--- src/rtl/acumulador_somatorio.sv ---
// Saturating running-sum accumulator with a valid/ready input handshake, an
// accepted-operand counter and a latched threshold alert that is cleared by acknowledge or clear.
module acumulador_somatorio #(
    parameter int LARGURA = 8,
    parameter int LIMIAR  = 99
) (
    input  logic               clk,
    input  logic               rst_n,
    input  logic [LARGURA-1:0] valor,
    input  logic               valor_valido,
    output logic               valor_pronto,
    input  logic               limpar,
    input  logic               reconhecer,
    output logic [LARGURA-1:0] somatorio,
    output logic [LARGURA-1:0] contagem,
    output logic               alerta,
    output logic               estouro
);

    localparam logic [LARGURA-1:0] LIMIAR_V = LIMIAR[LARGURA-1:0];
    localparam logic [LARGURA-1:0] MAXIMO   = {LARGURA{1'b1}};

    typedef enum logic [1:0] {
        OCIOSO  = 2'd0,
        SOMANDO = 2'd1,
        ALERTA  = 2'd2
    } estado_t;

    estado_t            estado_q, estado_d;
    logic [LARGURA-1:0] soma_q, soma_d;
    logic [LARGURA-1:0] cont_q, cont_d;
    logic               alerta_q, alerta_d;
    logic               estouro_q, estouro_d;

    logic               aceita;
    logic [LARGURA:0]   soma_ext;
    logic               satura;
    logic [LARGURA-1:0] soma_nova;

    // Ready depends on state only, so the source never sees a combinational loop.
    assign valor_pronto = (estado_q != ALERTA);
    assign aceita       = valor_valido & valor_pronto & ~limpar;

    assign soma_ext  = {1'b0, soma_q} + {1'b0, valor};
    assign satura    = soma_ext[LARGURA];
    assign soma_nova = satura ? MAXIMO : soma_ext[LARGURA-1:0];

    always_comb begin
        estado_d  = estado_q;
        soma_d    = soma_q;
        cont_d    = cont_q;
        alerta_d  = alerta_q;
        estouro_d = estouro_q;

        if (limpar || (estado_q == ALERTA && reconhecer)) begin
            estado_d  = OCIOSO;
            soma_d    = '0;
            cont_d    = '0;
            alerta_d  = 1'b0;
            estouro_d = 1'b0;
        end else if (aceita) begin
            soma_d = soma_nova;
            if (cont_q != MAXIMO) begin
                cont_d = cont_q + 1'b1;
            end
            if (satura) begin
                estouro_d = 1'b1;
            end
            // Alert is decided from the new sum so it rises with the crossing value.
            if (soma_nova >= LIMIAR_V) begin
                estado_d = ALERTA;
                alerta_d = 1'b1;
            end else begin
                estado_d = SOMANDO;
            end
        end
    end

    always_ff @(posedge clk or negedge rst_n) begin
        if (!rst_n) begin
            estado_q  <= OCIOSO;
            soma_q    <= '0;
            cont_q    <= '0;
            alerta_q  <= 1'b0;
            estouro_q <= 1'b0;
        end else begin
            estado_q  <= estado_d;
            soma_q    <= soma_d;
            cont_q    <= cont_d;
            alerta_q  <= alerta_d;
            estouro_q <= estouro_d;
        end
    end

    assign somatorio = soma_q;
    assign contagem  = cont_q;
    assign alerta    = alerta_q;
    assign estouro   = estouro_q;

endmodule
--- config.mk ---
export PLATFORM = sky130hd
export DESIGN_NAME = acumulador_somatorio
export DESIGN_NICKNAME = d
export VERILOG_FILES = /design/src/rtl/acumulador_somatorio.sv
export SDC_FILE = /design/constraint.sdc
export NUM_CORES = 1
export LEC_CHECK = 0
export CORE_MARGIN = 1.5
export CORE_UTILIZATION = 35
export DETAILED_ROUTE_END_ITERATION = 16
export MAX_ROUTING_LAYER = met4
export PLACE_DENSITY = 0.61
export SKIP_CTS_REPAIR_TIMING = 1
export SYNTH_ARGS = -nofsm -noshare
export SYNTH_HDL_FRONTEND = slang
export SYNTH_SLANG_ARGS = --single-unit
--- constraint.sdc ---
create_clock -name clk -period 2.88 [get_ports clk]
set_clock_uncertainty 0.05 [all_clocks]
set_input_delay 0.576 -clock clk [delete_from_list [all_inputs] [get_ports clk]]
set_output_delay 0.576 -clock clk [all_outputs]
set_load 0.005 [all_outputs]
==> results.sh <==
export IMPL_outcome="completed"
export IMPL_grt_pass1_wl_mm=4.940
export IMPL_clk_latency_ps=250
export IMPL_p_total_mw=1.178
export IMPL_grt_ovfl_total=0
export IMPL_port_buffers=31
export IMPL_antenna_found_initial=0
export IMPL_fin_setup_tns_ps=0
export IMPL_reg2reg_depth=8
export IMPL_path_clk_slew_ps=80
export IMPL_firstDrtPassIters=4
export IMPL_root_buffer="clkbuf_8"
export IMPL_io_pins=32
export IMPL_final_common_cell="clkdlybuf4s50_1"
export IMPL_synth_largest_area_cell="dfrtp_1"
export IMPL_num_vias=1150
export IMPL_crit_slowest_cell="clkdlybuf4s50_1"
export IMPL_start_util_pct=37.77
export IMPL_dieHeight_um=63.95
export IMPL_cp_arrival_ps=2750
export IMPL_yosysWarnings=0
export IMPL_gp_congestion=0.8528
export IMPL_detail_route_antenna_nets=0
export IMPL_rsz0062_at_grt="false"
export IMPL_slowest_delay_ps=400
export IMPL_placed_cell_area_um2=1679
export IMPL_comb_power_share_pct=44.9
export IMPL_final_cell_mix="31 x clkdlybuf4s50_1, 22 x nor2_1, 20 x dfrtp_1"
export IMPL_drive_above_1_share_pct=9.659
export IMPL_antenna_cells=0
export IMPL_p_per_area_nw_per_um2=673.2
export IMPL_first_global_vias=1176
export IMPL_synth_top_cell_area_share_pct=38.50
export IMPL_vias_per_cell=5.180
export IMPL_ir_worst_vdd_uv=314.6
export IMPL_synthArstFlopShare_pct=100.0
export IMPL_switching_share_pct=33.29
export IMPL_hold_class="register to register"
export IMPL_num_fill_cells=320
export IMPL_syn_inst=140
export IMPL_hold_depth=1
export IMPL_seq_power_share_pct=31.7
export IMPL_fin_crit_ps=2665
export IMPL_worstPathCellList="clkdlybuf4s50_1 > ha_1 > fa_1 > a21oi_1 > nor2_1 > o31a_1 > o31a_1 > o21ba_1 > o21ai_1"
export IMPL_slew_headroom_pct=61.04
export IMPL_grt_max_degree=21
export IMPL_avgRoutedWirePerCell_um=12.47
export IMPL_die_x_um=63.95
export IMPL_postLayoutCellArea_um2=1750
export IMPL_worstMarginPinSlew_ps=582.2
export IMPL_syn_to_final_growth_pct=34.65
export IMPL_synth_edf_count=0
export IMPL_critPathRequiredTime_ps=2970
export IMPL_ys_seq_area_share_pct=38.50
export IMPL_core_area_um2=3442
export IMPL_clockBufferDepth=2
export IMPL_max_freq_mhz=375.3
export IMPL_switchingPower_mw=0.3922
export IMPL_synthTopCellsByArea="dfrtp_1 38%, ha_1 8.7%, nor2_1 6.4%"
export IMPL_layout_nets=200
export IMPL_gr_usage_all_layers_pct=15.18
export IMPL_rows=21
export IMPL_critPathMaxFanout=8
export IMPL_dieArea_um2=4089
export IMPL_crit_type="primary input to register"
export IMPL_ys_types=39
export IMPL_clock_power_share_pct=23.4
export IMPL_leakage_nw=0.7702
export IMPL_cts_buffers=3
export IMPL_maxCapViolations=0
export IMPL_ys_ff_latch=20
export IMPL_cts_tree="done"
export IMPL_drtIter0Drc=35
export IMPL_htreeDepth=1
export IMPL_setup_viol=0
export IMPL_fin_cells=222
export IMPL_critPathLaunchType="primary input"
export IMPL_slew_violations=0
export IMPL_cts_sinks=20
export IMPL_finalCritPeriodShare_pct=92.52
export IMPL_syn_nets=163
export IMPL_cp_end_kind="register"
export IMPL_finalHoldViolCount=0
export IMPL_syn_cell_area_um2=1300
export IMPL_ys_flop_type="dfrtp_1"
export IMPL_crit_top_cell="o31a_1"
export IMPL_internal_power_mw=0.7862
export IMPL_drt_total_wl_mm=2.769
export IMPL_syn_area_per_cell_um2=9.286
export IMPL_placedCellCount=218
export IMPL_drc_errors=0
export IMPL_hpwl_mm=2.217
-- stage by stage --
stage               util, %  hold slack (ps)  setup WS, ps
floorplan                 -            230.4         434.3
global placement      48.78            420.1        -31.44
detailed placement    48.78            414.6        -61.95
CTS                   50.85            443.8         211.5
global route          50.85            486.2         78.07
finish                50.85            438.6         215.4
-- per-layer routing --
layer	GRT usage, %	share of wire [%]
met1	19.04	49
met4	4.076	0.98
met3	1.761	2.9
met5	-	0
met2	25.91	47
-- Yosys cell counts, types with 2 or more instances --
cell	number
nor2_1	22
dfrtp_1	20
nand2_1	13
o21ai_0	12
ha_1	9
a21oi_1	8
inv_1	7
xor2_1	7
a21o_1	3
or3_1	3
clkbuf_1	2
nand4_1	2
nor3b_1	2
o211ai_1	2
o21ai_1	2
o311ai_2	2
o31a_1	2
-- path summary, 6_finish.rpt --
| check | to | slack [ps] | start |
|---|---|---|---|
| max reg2reg | somatorio[3] | 550 | somatorio[0] |
| max | somatorio[3] | 220 | valor[0] |
| max in group asynchronous | somatorio[6] | 1970 | rst_n |
| min reg2reg | alerta | 440 | alerta |
| min | alerta | 440 | alerta |
| min in group asynchronous | contagem[3] | 600 | rst_n |
-- cell families (layout without fill, tap and decap cells) --
family	count (synthesis)	in the layout	synth area share [%]
AND/OR/NAND/NOR	50	50	18.77
adder cells (fa/ha/maj)	10	10	10.20
flip-flops	20	20	38.50
AO/OA/AOI/OAI	41	41	22.91
multiplexers	1	1	0.7700
XOR/XNOR	8	8	5.390
buffers and inverters	10	46	3.465
-- cell type report --
class | instances | area (um^2) | area share (%)
inverters | 7 | 26.28 | 1.501
clock buffers | 3 | 41.29 | 2.359
multi-input cells | 110 | 754.5 | 43.10
well taps | 46 | 57.56 | 3.288
repair buffers | 35 | 340.3 | 19.44
clock inverters | 1 | 30.03 | 1.716
flip-flops and latches | 20 | 500.5 | 28.59
-- power groups by stage --
| stage | clock [mW] | sequential (mW) | combinational [mW] |
|---|---|---|---|
| CTS | 0.282 | 0.375 | 0.534 |
| global route | 0.294 | 0.383 | 0.595 |
| finish | 0.276 | 0.373 | 0.530 |
| floorplan | 0 | 0.375 | 0.343 |
| global placement | 0 | 0.378 | 0.526 |
| detailed placement | 0 | 0.380 | 0.531 |
-- flip-flops by register name (all words and copies together), names as in the netlist --
name       flops
alerta         1
somatorio      8
contagem       8
estado_q       2
estouro        1
-- worst max-delay path: cells and delay by family --
family          cells  cell delay, ps
compound gates      5            1080
fa+ha+maj           2             600
buf+inv             1             400
simple gates        1              90
(Power assumes the default switching activity.)
